--- config.mk ---
export PLATFORM = sky130hd
export DESIGN_NAME = output_popcount_flat
export DESIGN_NICKNAME = d
export VERILOG_FILES = /design/src/rtl/output_popcount_if.sv /design/src/rtl/output_popcount.sv /design/src/flat_wrapper.sv
export SDC_FILE = /design/constraint.sdc
export NUM_CORES = 1
export LEC_CHECK = 0
export CAP_MARGIN = 20
export CORE_ASPECT_RATIO = 0.8
export CORE_MARGIN = 5
export CORE_UTILIZATION = 51
export DETAILED_ROUTE_END_ITERATION = 10
export GPL_TIMING_DRIVEN = 0
export PLACE_DENSITY = 0.81
export SYNTH_ARGS = -nofsm -noshare
export SYNTH_HDL_FRONTEND = slang
export SYNTH_SLANG_ARGS = --single-unit
--- constraint.sdc ---
create_clock -name clk -period 6.43 [get_ports clk]
set_clock_uncertainty 0.05 [all_clocks]
set_input_delay 1.286 -clock clk [delete_from_list [all_inputs] [get_ports clk]]
set_output_delay 1.286 -clock clk [all_outputs]
set_load 0.01 [all_outputs]
--- src/rtl/output_popcount_if.sv ---
// Purpose: handshake/data bundle between the beat source and the output_popcount block.
// Latency: none (wires only).
// Backpressure: ready_out stalls the beat source; valid_out is a one-cycle pulse with no backpressure.
// Ports: start, valid_in, x_in[WORD], w_in[10*WORD] (and abort when OUTPUT_POPCOUNT_ABORT_EN)
//        towards the block; ready_out, valid_out, busy, popcount_out_1..10[9] from the block.
interface output_popcount_if #(
    parameter int WORD = 16
);
    logic                 start;
    logic                 valid_in;
    logic [WORD-1:0]      x_in;
    logic [10*WORD-1:0]   w_in;
`ifdef OUTPUT_POPCOUNT_ABORT_EN
    logic                 abort;
`endif
    logic                 ready_out;
    logic                 valid_out;
    logic                 busy;
    logic [8:0]           popcount_out_1;
    logic [8:0]           popcount_out_2;
    logic [8:0]           popcount_out_3;
    logic [8:0]           popcount_out_4;
    logic [8:0]           popcount_out_5;
    logic [8:0]           popcount_out_6;
    logic [8:0]           popcount_out_7;
    logic [8:0]           popcount_out_8;
    logic [8:0]           popcount_out_9;
    logic [8:0]           popcount_out_10;

    modport master (
        output start, valid_in, x_in, w_in,
`ifdef OUTPUT_POPCOUNT_ABORT_EN
        output abort,
`endif
        input  ready_out, valid_out, busy,
        input  popcount_out_1, popcount_out_2, popcount_out_3, popcount_out_4, popcount_out_5,
        input  popcount_out_6, popcount_out_7, popcount_out_8, popcount_out_9, popcount_out_10
    );

    modport slave (
        input  start, valid_in, x_in, w_in,
`ifdef OUTPUT_POPCOUNT_ABORT_EN
        input  abort,
`endif
        output ready_out, valid_out, busy,
        output popcount_out_1, popcount_out_2, popcount_out_3, popcount_out_4, popcount_out_5,
        output popcount_out_6, popcount_out_7, popcount_out_8, popcount_out_9, popcount_out_10
    );
endinterface

--- src/rtl/output_popcount.sv ---
// Purpose: XNOR-popcount accumulation of BEATS binarized beats for 10 output neurons.
// Latency: results load on the edge accepting the last beat; valid_out pulses the next cycle.
// Backpressure: ready_out high only in ACCUM; valid_in is ignored elsewhere.
// Ports: clk, rst_n (async active-low), bus (output_popcount_if.slave).
// Optional feature: define OUTPUT_POPCOUNT_ABORT_EN to add bus.abort, which drops an
// inference in ACCUM/EMIT back to IDLE while keeping the previous popcount_out_* values.
module output_popcount #(
    parameter int WORD  = 16,
    parameter int BEATS = 16
) (
    input  logic                clk,
    input  logic                rst_n,
    output_popcount_if.slave    bus
);
    // Accumulators are 9 bits wide, so the total number of compared bits must fit.
    if (WORD * BEATS > 511) begin : g_size_check
        $error("output_popcount: WORD*BEATS must be <= 511");
    end

    typedef enum logic [1:0] {IDLE, ACCUM, EMIT} state_t;

    localparam logic [8:0] LAST_BEAT = 9'(BEATS - 1);

    state_t     state;
    logic [8:0] beat_cnt;
    logic [8:0] acc     [10];
    logic [8:0] pc_q    [10];
    logic [8:0] contrib [10];
    logic       ready_q;
    logic       valid_q;
    logic       busy_q;
    logic       abort;

`ifdef OUTPUT_POPCOUNT_ABORT_EN
    assign abort = bus.abort;
`else
    assign abort = 1'b0;
`endif

    // Per-neuron contribution of the current beat: number of positions where
    // activation and weight agree (XNOR), i.e. 0..WORD.
    always_comb begin
        for (int k = 0; k < 10; k++) begin
            contrib[k] = '0;
            for (int b = 0; b < WORD; b++) begin
                contrib[k] = contrib[k] + {8'd0, ~(bus.x_in[b] ^ bus.w_in[k*WORD + b])};
            end
        end
    end

    always_ff @(posedge clk or negedge rst_n) begin
        if (!rst_n) begin
            state    <= IDLE;
            beat_cnt <= '0;
            ready_q  <= 1'b0;
            valid_q  <= 1'b0;
            busy_q   <= 1'b0;
            for (int k = 0; k < 10; k++) begin
                acc[k]  <= '0;
                pc_q[k] <= '0;
            end
        end else begin
            case (state)
                IDLE: begin
                    valid_q <= 1'b0;
                    // A beat presented together with start is deliberately not taken.
                    if (bus.start) begin
                        state    <= ACCUM;
                        beat_cnt <= '0;
                        ready_q  <= 1'b1;
                        busy_q   <= 1'b1;
                        for (int k = 0; k < 10; k++) acc[k] <= '0;
                    end
                end
                ACCUM: begin
                    if (abort) begin
                        state    <= IDLE;
                        beat_cnt <= '0;
                        ready_q  <= 1'b0;
                        busy_q   <= 1'b0;
                        for (int k = 0; k < 10; k++) acc[k] <= '0;
                    end else if (bus.valid_in) begin
                        if (beat_cnt == LAST_BEAT) begin
                            // Final sum bypasses the accumulator straight to the outputs.
                            state   <= EMIT;
                            ready_q <= 1'b0;
                            valid_q <= 1'b1;
                            for (int k = 0; k < 10; k++) pc_q[k] <= acc[k] + contrib[k];
                        end else begin
                            beat_cnt <= beat_cnt + 9'd1;
                            for (int k = 0; k < 10; k++) acc[k] <= acc[k] + contrib[k];
                        end
                    end
                end
                EMIT: begin
                    state   <= IDLE;
                    valid_q <= 1'b0;
                    busy_q  <= 1'b0;
                    if (abort) begin
                        beat_cnt <= '0;
                        for (int k = 0; k < 10; k++) acc[k] <= '0;
                    end
                end
                default: begin
                    state   <= IDLE;
                    ready_q <= 1'b0;
                    valid_q <= 1'b0;
                    busy_q  <= 1'b0;
                end
            endcase
        end
    end

    assign bus.ready_out       = ready_q;
    assign bus.valid_out       = valid_q;
    assign bus.busy            = busy_q;
    assign bus.popcount_out_1  = pc_q[0];
    assign bus.popcount_out_2  = pc_q[1];
    assign bus.popcount_out_3  = pc_q[2];
    assign bus.popcount_out_4  = pc_q[3];
    assign bus.popcount_out_5  = pc_q[4];
    assign bus.popcount_out_6  = pc_q[5];
    assign bus.popcount_out_7  = pc_q[6];
    assign bus.popcount_out_8  = pc_q[7];
    assign bus.popcount_out_9  = pc_q[8];
    assign bus.popcount_out_10 = pc_q[9];
endmodule

--- src/flat_wrapper.sv ---
// flat-port wrapper written by rule: the top's interface ports become plain ports
module output_popcount_flat 
#(
    parameter int WORD  = 16,
    parameter int BEATS = 16
)
  (clk, rst_n, bus_start, bus_valid_in, bus_x_in, bus_w_in, bus_ready_out, bus_valid_out, bus_busy, bus_popcount_out_1, bus_popcount_out_2, bus_popcount_out_3, bus_popcount_out_4, bus_popcount_out_5, bus_popcount_out_6, bus_popcount_out_7, bus_popcount_out_8, bus_popcount_out_9, bus_popcount_out_10);
  output_popcount_if #(.WORD(WORD)) bus_i ();
  input  logic clk;
  input  logic rst_n;
  input wire logic [$bits(bus_i.start)-1:0] bus_start;
  input wire logic [$bits(bus_i.valid_in)-1:0] bus_valid_in;
  input wire logic [$bits(bus_i.x_in)-1:0] bus_x_in;
  input wire logic [$bits(bus_i.w_in)-1:0] bus_w_in;
  output wire logic [$bits(bus_i.ready_out)-1:0] bus_ready_out;
  output wire logic [$bits(bus_i.valid_out)-1:0] bus_valid_out;
  output wire logic [$bits(bus_i.busy)-1:0] bus_busy;
  output wire logic [$bits(bus_i.popcount_out_1)-1:0] bus_popcount_out_1;
  output wire logic [$bits(bus_i.popcount_out_2)-1:0] bus_popcount_out_2;
  output wire logic [$bits(bus_i.popcount_out_3)-1:0] bus_popcount_out_3;
  output wire logic [$bits(bus_i.popcount_out_4)-1:0] bus_popcount_out_4;
  output wire logic [$bits(bus_i.popcount_out_5)-1:0] bus_popcount_out_5;
  output wire logic [$bits(bus_i.popcount_out_6)-1:0] bus_popcount_out_6;
  output wire logic [$bits(bus_i.popcount_out_7)-1:0] bus_popcount_out_7;
  output wire logic [$bits(bus_i.popcount_out_8)-1:0] bus_popcount_out_8;
  output wire logic [$bits(bus_i.popcount_out_9)-1:0] bus_popcount_out_9;
  output wire logic [$bits(bus_i.popcount_out_10)-1:0] bus_popcount_out_10;
  assign bus_i.start = bus_start;
  assign bus_i.valid_in = bus_valid_in;
  assign bus_i.x_in = bus_x_in;
  assign bus_i.w_in = bus_w_in;
  assign bus_ready_out = bus_i.ready_out;
  assign bus_valid_out = bus_i.valid_out;
  assign bus_busy = bus_i.busy;
  assign bus_popcount_out_1 = bus_i.popcount_out_1;
  assign bus_popcount_out_2 = bus_i.popcount_out_2;
  assign bus_popcount_out_3 = bus_i.popcount_out_3;
  assign bus_popcount_out_4 = bus_i.popcount_out_4;
  assign bus_popcount_out_5 = bus_i.popcount_out_5;
  assign bus_popcount_out_6 = bus_i.popcount_out_6;
  assign bus_popcount_out_7 = bus_i.popcount_out_7;
  assign bus_popcount_out_8 = bus_i.popcount_out_8;
  assign bus_popcount_out_9 = bus_i.popcount_out_9;
  assign bus_popcount_out_10 = bus_i.popcount_out_10;
  output_popcount #(.WORD(WORD), .BEATS(BEATS)) u_core (.clk(clk), .rst_n(rst_n), .bus(bus_i));
endmodule
==> run metrics, run 1 <==
WP buf/inv 4; Ys Warns 0; placed wire-length estimate 37700 µm; WL/cell 21.25 µm; die area 33590 µm²; part of the cycle the worst path needs 96.30%; max_slew headroom 37.41%; Post-Place Cells 2171; cell area after synthesis 15300 µm²; delay-heaviest family, CP adder cells; Initial Util 52.00%; global-route wire length before repair 71610 µm; post-route cell area 19170 µm²; crit path time final 6.192 ns; top post-synthesis cells by area dfrtp_1 (32%), fa_1 (14%), ha_1 (12%); Final ANT Viol Nets 0; H-tree Lvls 4; R2R setup slack 1.79 ns; Num CTS Buffers 17; Post-CTS Setup Repair Bufs 0; top cell type's share of synthesized area 31.72%; r2r startpoint u_core.acc[54]; Post-synth EDFFs 0; iteration-0 DRC count of the detailed router 942; layout cells sized above 1 5.918%; clk buf depth 2; commonest cells in the netlist inv_1 (214), dfrtp_1 (194), ha_1 (151), o21ai_0 (136), nand2_1 (133); Hold Vio Cnt, Final 0; clock root buffer clkbuf_16; Ports 273; Ant. Diodes 0; Nets 2254; VDD IR-drop max 0.0003456 V; # port buffers 256; slowest CP cell fa_1; cell mode on critical path fa_1; Multi-input gate area 9351 µm²; area grow syn2layout 25.28%; drt pass-1 iters 5; crit start category input pin; FF-to-FF path depth 15; Layout fillers 2331; Hold Crit Class reg -> reg; worst slew pin tran 0.9388 ns; CP cell instances clkbuf_1 > buf_8 > xnor2_1 > ha_1 > inv_1 > fa_1 > fa_1 > fa_1 > inv_1 > fa_1 > ha_1 > fa_1 > a21oi_1 > o211ai_1 > nand3_1 > xor2_1 > o21ai_0; Clock Latency Late Sink 0.45 ns; Max-Cap Viols 0; RSZ-0062 raised after global routing no; initial antenna violation count 0; clock-pin slew on the worst setup and hold paths 0.07 ns; critical path capture point type flip-flop; outcome finished clean; Final Max Tran Viols 0; leakage 0.009203 µW; clk sinks 194; Seq cells post-synth 194; row count 56; syn nets 1962; post-synth cell types 38; Data required, critical path 6.69 ns; Routed WL 46800 µm; FF/Latch Area 4855 µm²; CTS tree built; GPL Wtd Cong 0.9172; cell depth of the worst min-delay path 2; fmax 161.5 MHz; total number of vias 12188; most frequent cell after synthesis inv_1; grt ovf 0; asr flop ratio synth 100.0%; vias in the first global route 12750; vias per cell 5.535; syn avg cell area 10.06 µm²; PD cells 611.2 nW/µm²; Gate Count Post-Synth 1521; Seq/Total Area, Yosys 31.72%; number of flip-flops under the largest register name 90; setup violators final 0; DRC violations left 0; largest net degree at the start of global routing 122; Primary FF master, synth dfrtp_1; hold endpoint u_core.bus.valid_out; Top reg by flops u_core.acc; Arr. time, crit path 6.45 ns; die height 164.9 µm; post-route setup TNS 0 ns; Reg-to-Reg End u_core.acc[62]; All-Layer GR Usage 28.00%; CP peak stage delay 0.55 ns; Crit Path Max Fanout 6; Worst Hold Launch u_core.bus.valid_out; Die X 203.7 µm; DP Area 18620 µm²; total core area 29430 µm²; Setup CP Type in -> reg; Synth area leader dfrtp_1; fin cells 2202
[layer usage]
| layer | global-route usage [%] | routed length, µm | vias to the layer above |
|---|---|---|---|
| li1 | - | - | 5568 |
| met1 | 37.84 | 19890 | 6071 |
| met2 | 45.62 | 22060 | 485 |
| met3 | 6.714 | 3719 | 64 |
| met4 | 7.723 | 1125 | 0 |
| met5 | 0 | 0 | - |
[stage by stage]
stage / total power [µW] / utilization, % / worst slack (ns) / hold slack [ns]
final: 11720 / 65.15 / 0.2378 / 0.4256
after global routing: 12910 / 65.15 / 0.003482 / 0.4595
after CTS: 11690 / 65.15 / 0.2384 / 0.4383
after detailed placement: 10590 / 63.28 / -0.2103 / 0.4221
after global placement: 10200 / 62.31 / -4.166 / 0.4095
after floorplan: 8078 / - / 0.6335 / 0.4026
[worst max path at each step]
stage / from / endpoint / slack, ns / cells after the start
detailed placement: bus_x_in[0] / u_core.acc[44] / -0.21 / 17
finish: bus_x_in[1] / u_core.acc[62] / 0.24 / 17
global route: bus_x_in[0] / u_core.acc[44] / 0.003 / 17
CTS: bus_x_in[0] / u_core.acc[44] / 0.24 / 17
global placement: rst_n / u_core.acc[36] / -4.17 / 1
floorplan: bus_x_in[1] / u_core.bus.popcount_out_2[7] / 0.63 / 15
[repair_timing]
| item | 4_1_cts | 5_1_grt |
|---|---|---|
| gates resized for setup | 0 | 1 |
| endpoints found under the setup margin | 0 | 1 |
| hold buffers | 0 | 0 |
[report_power, final]
group	internal, µW	total (µW)	switching (µW)	leakage, µW
clock network	509	1040	531	0.000272
registers	1660	1940	287	0.00258
logic	3720	8730	5020	0.00635
[area by class of cell]
cell class / instances / share of cell area, %
multi-input cells: 1056 / 48.78
plain buffers: 57 / 1.534
clock inverters: 14 / 0.6461
repair buffers: 273 / 14.85
clock buffers: 17 / 2.219
well taps: 377 / 2.460
inverters: 214 / 4.190
flip-flops and latches: 194 / 25.32
[cells by family after synthesis]
logic type,synth area share (%)
multiplexers,2.502
adder cells (fa/ha/maj),26.74
buffers and inverters,7.170
XOR/XNOR,12.82
AND/OR/NAND/NOR,6.459
AO/OA/AOI/OAI,12.59
flip-flops,31.72
[placed cells by master, fill, tap and decap left out, types with 3 or more instances in the layout]
master and n:
nand2_1 133, a21oi_1 46, nand2b_1 11, ha_1 151, clkinv_4 3, a211oi_1 18
a21o_1 21, buf_8 16, or3_1 12, nor3_1 4, dfrtp_1 194, o21ai_2 6
o21ai_0 136, buf_6 7, clkdlybuf4s50_1 255, buf_2 16, o21ai_1 14, and3_1 4
fa_1 110, o311ai_0 9, a22o_1 27, o211ai_1 16, o31ai_1 13, clkbuf_1 32
nor2_1 42, xor2_1 101, inv_6 4, clkbuf_16 17, o21bai_1 5, inv_1 214
nor2b_1 3, mux2_4 24, nand3_1 17, xnor2_1 123, inv_8 4
[worst min-delay path, delay by kind of cell (launching register included)]
family        cells  cell delay, ns
simple gates      2            0.10
flops             1            0.35
Note: power is estimated with default switching activity, not from simulation.
==> run 2: changes to the inputs <==
==> constraint.sdc (replaced) <==
create_clock -name clk -period 7.12 [get_ports clk]
set_clock_uncertainty 0.05 [all_clocks]
set_input_delay 1.424 -clock clk [delete_from_list [all_inputs] [get_ports clk]]
set_output_delay 1.424 -clock clk [all_outputs]
set_load 0.01 [all_outputs]
==> run metrics, run 2 (same netlist as run 1, synthesis figures left out) <==
outcome finished clean; Final ANT Viol Nets 0 (unchanged); Top reg by flops u_core.acc; largest net degree at the start of global routing 122 (unchanged); VDD IR-drop max 0.0003121 V (-9.7%); Layout fillers 2331 (unchanged); initial antenna violation count 0 (unchanged); commonest non-fill, non-tap cell in the layout clkdlybuf4s50_1; cts repair resizes 0 (unchanged); Arr. time, crit path 6.60 ns (+0.15 ns); row count 56 (unchanged); # port buffers 256 (unchanged); total number of vias 12190 (+0.016%); Hold Crit Class reg -> reg; Ports 273 (unchanged); Nets 2254 (unchanged); Setup CP Type in -> reg; total core area 29430 µm² (unchanged); placed wire-length estimate 37700 µm (unchanged); WL met2 22050 µm (about the same); Post-CTS Setup Repair Bufs 0 (unchanged); vias in the first global route 12750 (unchanged); DRC violations left 0 (unchanged); grt ovf 0 (unchanged); final total power 10590 µW (-9.6%); crit start category input pin; Num CTS Buffers 17 (unchanged); Hold-fix buffers, CTS 0 (unchanged); fmax 157.7 MHz; All-Layer GR Usage 28.00% (unchanged); GPL Wtd Cong 0.9172 (unchanged); die area 33590 µm² (unchanged); crit path time final 6.342 ns; RSZ-0062 raised after global routing no; cell mode on critical path fa_1; DP Area 18620 µm² (unchanged); Routed WL 46780 µm (about the same); number of flip-flops under the largest register name 90 (unchanged); PD cells 552.2 nW/µm² (-9.6%); WL/cell 21.24 µm (about the same); area grow syn2layout 25.28% (unchanged); vias per cell 5.536 (about the same); Hold WS 0.4256 ns (-0.000007000 ns); Data required, critical path 7.37 ns (+0.68 ns); Ant. Diodes 0 (unchanged); iteration-0 DRC count of the detailed router 946 (+0.42%); CTS tree built; Final Max Tran Viols 0 (unchanged); H-tree Lvls 4 (unchanged); layout cells sized above 1 5.918% (unchanged); leakage 0.009199 µW (about the same); clk buf depth 2 (unchanged); clk sinks 194 (unchanged); met3 wire length 3707 µm (-0.32%); Max-Cap Viols 0 (unchanged); WP buf/inv 4 (unchanged); part of the cycle the worst path needs 89.08%; setup violators final 0 (unchanged); Crit Path Max Fanout 6 (unchanged); delay-heaviest family, CP adder cells; Initial Util 52.00% (unchanged); max_slew headroom 37.26% (-0.15 points); highest-count cells in the layout ignoring fill and taps clkdlybuf4s50_1 (255), inv_1 (214), dfrtp_1 (194); Final Util 65.15% (unchanged); detailed-routing wirelength on met1 19900 µm (about the same); clock root buffer clkbuf_16; clock-pin slew on the worst setup and hold paths 0.07 ns (about the same); worst slew pin tran 0.9411 ns (+0.002303 ns); slowest CP cell fa_1; global-route wire length before repair 71610 µm (unchanged); CP peak stage delay 0.55 ns (about the same); Hold Vio Cnt, Final 0 (unchanged); critical path capture point type flip-flop; Die X 203.7 µm (unchanged); max layer used met4; die height 164.9 µm (unchanged); post-route cell area 19170 µm² (unchanged); CP cell instances clkbuf_1 > buf_8 > xnor2_1 > ha_1 > inv_1 > fa_1 > fa_1 > fa_1 > inv_1 > fa_1 > ha_1 > fa_1 > a21oi_1 > o211ai_1 > nand3_1 > xor2_1 > o21ai_0; Clock Latency Late Sink 0.45 ns (about the same); drt pass-1 iters 5 (unchanged)
-- run 2: metal layers --
metal  vias to the layer above  track usage (%)
met5                         -                0
met4                         0            7.723
met1                      6076            37.84
li1                       5566                -
met3                        64            6.714
met2                       484            45.62
-- run 2: final timing paths --
check,start,endpoint,slack (ns),cells after the start
min,u_core.bus.valid_out,u_core.bus.valid_out,0.43,2
min in group asynchronous,rst_n,u_core.bus.popcount_out_3[8],0.90,1
min reg2reg,u_core.bus.valid_out,u_core.bus.valid_out,0.43,2
max reg2reg,u_core.acc[36],u_core.acc[44],2.49,15
max,bus_x_in[1],u_core.bus.popcount_out_3[8],0.78,17
max in group asynchronous,rst_n,u_core.bus.popcount_out_7[5],5.13,2
-- run 2: worst min-delay path, delay by kind of cell, from the launching register on --
family / cells / cell delay [ns]
flops: 1 / 0.35
simple gates: 2 / 0.10
-- run 2: metrics by stage --
| stage | setup slack (ns) | cells | setup TNS (ns) |
|---|---|---|---|
| floorplan | 1.186 | 1521 | 0 |
| CTS | 0.7904 | 2202 | 0 |
| detailed placement | 0.3417 | 2171 | 0 |
| global route | 0.5439 | 2202 | 0 |
| global placement | -3.614 | 2154 | -695.66 |
| finish | 0.7777 | 2202 | 0 |
-- run 2: where the power goes --
group,switching (µW),leakage [µW],internal [µW]
combinational,4540,0.00635,3360
clock,479,0.000272,460
sequential,260,0.00258,1490
-- run 2: cell type report --
cell class / count / area (µm²) / share of cell area (%)
inverters: 214 / 803.3 / 4.190
repair buffers: 273 / 2848 / 14.85
clock inverters: 14 / 123.9 / 0.6461
flip-flops and latches: 194 / 4855 / 25.32
multi-input cells: 1056 / 9351 / 48.78
well taps: 377 / 471.7 / 2.460
clock buffers: 17 / 425.4 / 2.219
plain buffers: 57 / 294.0 / 1.534
